File: config.mk
export PLATFORM = sky130hd
export DESIGN_NAME = hazard_ctrl
export DESIGN_NICKNAME = d
export VERILOG_FILES = /design/src/rtl/cpu_pkg.sv /design/src/rtl/sat_counter.sv /design/src/rtl/hazard_ctrl.sv
export SDC_FILE = /design/constraint.sdc
export NUM_CORES = 1
export LEC_CHECK = 0
export BUFFER_PORTS_ARGS = -buffer_cell sky130_fd_sc_hd__clkbuf_2
export CAP_MARGIN = 25
export CELL_PAD_IN_SITES_DETAIL_PLACEMENT = 2
export CELL_PAD_IN_SITES_GLOBAL_PLACEMENT = 2
export CORE_AREA = 3 3 83 85
export CTS_BUF_LIST = sky130_fd_sc_hd__clkbuf_16
export CTS_CLUSTER_SIZE = 8
export DETAILED_ROUTE_END_ITERATION = 8
export DIE_AREA = 0 0 86 88
export MAX_ROUTING_LAYER = met4
export PLACE_DENSITY = 0.88
export SETUP_SLACK_MARGIN = 0.1
export SYNTH_ARGS = -nofsm -noshare
export SYNTH_HDL_FRONTEND = slang
export SYNTH_SLANG_ARGS = --single-unit
File: constraint.sdc
create_clock -name clk -period 2.4 [get_ports clk]
set_input_delay 0.48 -clock clk [delete_from_list [all_inputs] [get_ports clk]]
set_output_delay 0.48 -clock clk [all_outputs]
set_load 0.005 [all_outputs]
File: src/rtl/cpu_pkg.sv
// Shared pipeline-control definitions: hazard FSM encoding, register-file constants, defaults.
// Latency: n/a (types and constants only).
// Backpressure: n/a.
package cpu_pkg;

    typedef enum logic {
        IDLE    = 1'b0,
        MEMWAIT = 1'b1
    } state_t;

    // r0 is hard-wired to zero, so a load targeting it never creates a dependency.
    localparam logic [4:0] ZERO_REG = 5'd0;

    // Default maximum number of memory-wait cycles before the access is abandoned.
    localparam int TIMEOUT_DEF = 255;

endpackage

File: src/rtl/sat_counter.sv
// Saturating up-counter with synchronous clear; sticks at all-ones instead of wrapping.
// Latency: count reflects an increment on the edge after inc is sampled.
// Backpressure: none; inc is ignored once saturated, clr wins over inc.
// Ports: clk, clr (sync clear), inc (count enable), cnt (W-bit count).
module sat_counter #(
    parameter int W = 16
) (
    input  logic         clk,
    input  logic         clr,
    input  logic         inc,
    output logic [W-1:0] cnt
);

    always_ff @(posedge clk) begin
        if (clr) begin
            cnt <= '0;
        end else if (inc && (cnt != {W{1'b1}})) begin
            cnt <= cnt + W'(1);
        end
    end

endmodule

File: src/rtl/hazard_ctrl.sv
// Pipeline hazard controller: load-use stalls, data-memory wait holds with timeout, branch/jump flushes.
// Latency: hold/bubble/flush outputs are combinational in the same cycle; bus_err and stall_cnt are registered.
// Backpressure: a pending memory access holds the whole pipeline until ack or timeout; load-use stalls one cycle.
// Ports: EX-stage Rs/Rt and use flags, MEM-stage load/dest, mem_req/mem_ack handshake, EX branch/jump
//        resolution in; datahazard, exmem_bubble, memhold, ifid_flush, idex_flush, bus_err, stall_cnt out.
module hazard_ctrl
    import cpu_pkg::*;
#(
    parameter int TIMEOUT = TIMEOUT_DEF,
    parameter int CNT_W   = 16
) (
    input  logic             clk,
    input  logic             reset,
    input  logic [4:0]       ex_rs,
    input  logic [4:0]       ex_rt,
    input  logic             ex_uses_rs,
    input  logic             ex_uses_rt,
    input  logic             mem_memrd,
    input  logic [4:0]       mem_rd,
    input  logic             mem_req,
    input  logic             mem_ack,
    input  logic             ex_branch_taken,
    input  logic             ex_jump,
    output logic             datahazard,
    output logic             exmem_bubble,
    output logic             memhold,
    output logic             ifid_flush,
    output logic             idex_flush,
    output logic             bus_err,
    output logic [CNT_W-1:0] stall_cnt
);

    localparam logic [15:0] TIMEOUT_V = 16'(TIMEOUT);

    state_t      state, state_nxt;
    logic [15:0] to_cnt, to_cnt_nxt;
    logic        bus_err_nxt;
    logic        lu;
    logic        mw;

    // Load in MEM feeds a register the EX instruction reads; forwarding cannot cover it yet.
    assign lu = mem_memrd && (mem_rd != ZERO_REG) &&
                ((ex_uses_rs && (ex_rs == mem_rd)) || (ex_uses_rt && (ex_rt == mem_rd)));

    // An ack without a request is meaningless and is masked here.
    assign mw = mem_req && !mem_ack;

    always_comb begin
        datahazard   = 1'b0;
        exmem_bubble = 1'b0;
        memhold      = 1'b0;
        ifid_flush   = 1'b0;
        idex_flush   = 1'b0;
        state_nxt    = state;
        to_cnt_nxt   = to_cnt;
        bus_err_nxt  = 1'b0;

        if (!reset) begin
            unique case (state)
                IDLE: begin
                    if (mw) begin
                        datahazard = 1'b1;
                        memhold    = 1'b1;
                        state_nxt  = MEMWAIT;
                        to_cnt_nxt = 16'd1;
                    end else if (lu) begin
                        // A branch resolved this cycle used stale operands; it re-resolves
                        // next cycle once the load data is forwardable, so no flush here.
                        datahazard   = 1'b1;
                        exmem_bubble = 1'b1;
                    end else if (ex_branch_taken || ex_jump) begin
                        ifid_flush = 1'b1;
                        idex_flush = 1'b1;
                    end
                end
                MEMWAIT: begin
                    datahazard = 1'b1;
                    memhold    = 1'b1;
                    if (mem_ack) begin
                        state_nxt = IDLE;
                    end else if (to_cnt == TIMEOUT_V) begin
                        state_nxt   = IDLE;
                        bus_err_nxt = 1'b1;
                    end else begin
                        to_cnt_nxt = to_cnt + 16'd1;
                    end
                end
                default: state_nxt = IDLE;
            endcase
        end
    end

    always_ff @(posedge clk) begin
        if (reset) begin
            state   <= IDLE;
            to_cnt  <= 16'd0;
            bus_err <= 1'b0;
        end else begin
            state   <= state_nxt;
            to_cnt  <= to_cnt_nxt;
            bus_err <= bus_err_nxt;
        end
    end

    sat_counter #(
        .W(CNT_W)
    ) u_stall_cnt (
        .clk(clk),
        .clr(reset),
        .inc(datahazard),
        .cnt(stall_cnt)
    );

endmodule

==> run_results.csv <==
group,metric,value,unit
outcome,outcome,"finished, violations left",
outcome,failed_checks,"setup timing",
floorplan,die_x,86,um
flow_run,maxCapViolCount,0,
sta,tns,-0.0901,ns
sta,rsz0062_at_grt,"true",
floorplan,die_y,88,um
yosys,synth_seq_cells,34,
power_and_ir_drop,seq_power_share,41.3,%
placement,dp_hpwl,4740,um
yosys,synth.distinct_cells,42,
setup_path,critical_path_class,"input pin to output port",
yosys,synthTopCellsByArea,"dfxtp_1 36%, xnor2_1 9.9%, a21oi_1 7.0%",
cts,cts_buffers,5,
yosys,synth_commonest_cells,"34 x dfxtp_1, 27 x nor2_1, 26 x a21oi_1",
cts,clkSlewWorstSetupHoldPaths,0.06,ns
setup_path,reg2reg_from,"u_stall_cnt.cnt[1]",
setup_path,critPathMaxFanout,2,
cts,clock-root-buffer,"clkbuf_16",
finish,drive_gt1_share,33.4,%
setup_path,r2r_cells,8,
finish,nets,321,
grt,gr-total-overflow,0,
yosys,synth_top_family_by_area,"simple AND/OR/NAND/NOR gates",
yosys,synthXorXnorAreaFrac,12.2,%
sta,fmax,0.408,GHz
sta,fin_skew,0.00874,ns
placement,port_buffers,45,
yosys,yosys_warnings,0,
floorplan,ioPinCount,46,
grt,grt_pass1_vias,2210,
route,drtAntennaViolNets,0,
yosys,ys_seq_area_share,36.5,%
route,drc_errors,0,
sta,relSlewSlack,62.3,%
placement,dp_cells,355,
power_and_ir_drop,combPwrFrac,14.2,%
finish,fillers,703,
yosys,synth-compound-area-share,15.2,%
cts,cts_max_path_buffers,2,
cts,htreeDepth,2,
yosys,synth_top_flop_cell,"dfxtp_1",
finish,antennaDiodeCount,0,
setup_path,r2r_setup_slack,0.09,ns
yosys,synth_top_cell_by_area,"dfxtp_1",
yosys,synth_most_common_cell,"dfxtp_1",
sta,slew_viol_final,0,
yosys,synthAdderAreaFrac,1.34,%
route,via_per_inst,5.45,
sta,fin_crit,2.45,ns
finish,finalInstanceArea,2590,um^2
cts,cts_tree,"done",
route,drt_iter0_markers,68,
grt,grt.total_usage,23.2,%
power_and_ir_drop,swShare,26.5,%
sta,hold_ws,0.521,ns
yosys,syn-instance-count,233,
setup_path,critical_path_required,1.92,ns
floorplan,row_count,29,
placement,place_ws,-0.138,ns
floorplan,start_util,29.7,%
route,wirelength,8410,um
setup_path,critPathArrivalTime,1.97,ns
yosys,async_reset_ff_share,0,%
grt,antenna_found_initial,0,
yosys,syn_area,1870,um^2
power_and_ir_drop,internal_power,1.04,mW
route,wl_per_cell,22.5,um
worst_hold_path,hold_class,"register to register",
yosys,yosys-mux-area-fraction,1.14,%
cts,clkSinkCount,34,
route,drtPass1Iterations,4,
yosys,synth_top_area_share,36.5,%
yosys,synth_enable_flop_cells,0,
route,vias,2032,
worst_hold_path,whs_endpoint,"u_stall_cnt.cnt[10]",
power_and_ir_drop,power_switching,0.374,mW
yosys,yosys.area_share.simple,29.6,%
power_and_ir_drop,ir_worst_vdd,0.497,mV
sta,finalSetupViolations,2,
placement,gp_congestion,0.771,
setup_path,regToRegEndpoint,"u_stall_cnt.cnt[5]",
yosys,synth_nets,259,
power_and_ir_drop,pwr-share-clk,44.4,%
sta,finalCritPeriodShare,102,%
sta,tightest_slew,0.565,ns
setup_path,start_kind,"input pin",
grt,grt_max_degree,28,
sta,hold_violations,0,
placement,dpl_cell_area,2230,um^2
floorplan,dieArea,7570,um^2
cts,clock_latency,0.29,ns
setup_path,end_kind,"output port",
worst_hold_path,hp-start,"u_stall_cnt.cnt[10]",
power_and_ir_drop,power_density,545,nW/um^2
grt,grt_pass1_wl,12800,um
floorplan,core,6280,um^2
finish,area_growth,38.6,%
worst_hold_path,whs_path_depth,2,
finish,fin_cells,373,
power_and_ir_drop,p_leak,1.03,nW
sta,setup_ws,-0.0506,ns
yosys,synth.avg_cell_area,8.01,um^2
-- repair_timing --
item,in CTS,in global routing
pin swaps,9,8
endpoints found under the setup margin,11,14
buffers inserted,6,4
cloned,0,0
gates resized for setup,14,20
hold buffers,0,0
-- metrics by stage --
stage / total power [mW] / util, %
floorplan: 0.667 / -
global placement: 0.727 / 35.6
detailed placement: 0.738 / 35.6
CTS: 1.38 / 39.6
global route: 1.46 / 41.2
finish: 1.41 / 41.2
-- layer usage --
| layer | vias to the layer above | share of wire (%) | GRT usage (%) |
|---|---|---|---|
| met2 | 48 | 53 | 39.6 |
| met1 | 1016 | 42 | 25.7 |
| met4 | 0 | 3.4 | 12.7 |
| met5 | - | 0 | - |
| li1 | 948 | - | - |
| met3 | 20 | 2.0 | 3.76 |
-- state kept, by name, indices dropped and copies added (netlist names) --
name	flops
bus_err	1
state	1
to_cnt	16
u_stall_cnt.cnt	16
-- cells by family (layout without fill, tap and decap cells) --
family                   after synthesis  in the layout
AO/OA/AOI/OAI                         48             48
XOR/XNOR                              26             26
adder cells (fa/ha/maj)                2              2
buffers and inverters                 17             80
flip-flops                            34             34
multiplexers                           2              2
AND/OR/NAND/NOR                      104            104
-- power groups by stage --
stage / combinational (mW) / clock [mW] / sequential [mW]
floorplan: 0.0765 / 0 / 0.591
global placement: 0.137 / 0 / 0.590
detailed placement: 0.147 / 0 / 0.591
CTS: 0.176 / 0.628 / 0.580
global route: 0.213 / 0.668 / 0.583
finish: 0.201 / 0.627 / 0.583
-- worst max-delay path, stage by stage --
cell	delay [ns]
buf_6	0.09
or4_4	0.53
o21ai_2	0.18
inv_2	0.06
and2_4	0.16
nor4_4	0.28
buf_2	0.19
-- layout make-up --
cell class              instances  area [um^2]  share of cell area (%)
clock buffers                   5          125                    4.84
clock inverters                 3         12.5                   0.484
multi-input cells             182         1220                    47.2
well taps                      77         96.3                    3.72
flip-flops and latches         34          686                    26.5
inverters                       3         11.3                   0.435
repair buffers                 69          435                    16.8
-- how the worst max path moves through the flow --
stage	from	to	cells past startpoint
3_5_place_dp	mem_rd[1]	exmem_bubble	9
4_1_cts	mem_rd[1]	exmem_bubble	9
5_1_grt	mem_rd[2]	idex_flush	7
3_3_place_gp	mem_rd[1]	idex_flush	7
6_report	mem_rd[2]	idex_flush	7
2_1_floorplan	mem_rd[1]	ifid_flush	6
-- cell usage in the layout (no fill, tap or decap), drive strengths merged, types with 8 or more instances in the layout --
master / synthesis / routed
nand3: 10 / 10
xnor2: 21 / 21
o21ai: 11 / 11
buf: 3 / 30
a21oi: 26 / 26
clkbuf: 11 / 44
nand4: 11 / 11
nand2: 16 / 16
dfxtp: 34 / 34
or3: 8 / 8
nor2: 27 / 27
(Power assumes the default switching activity.)
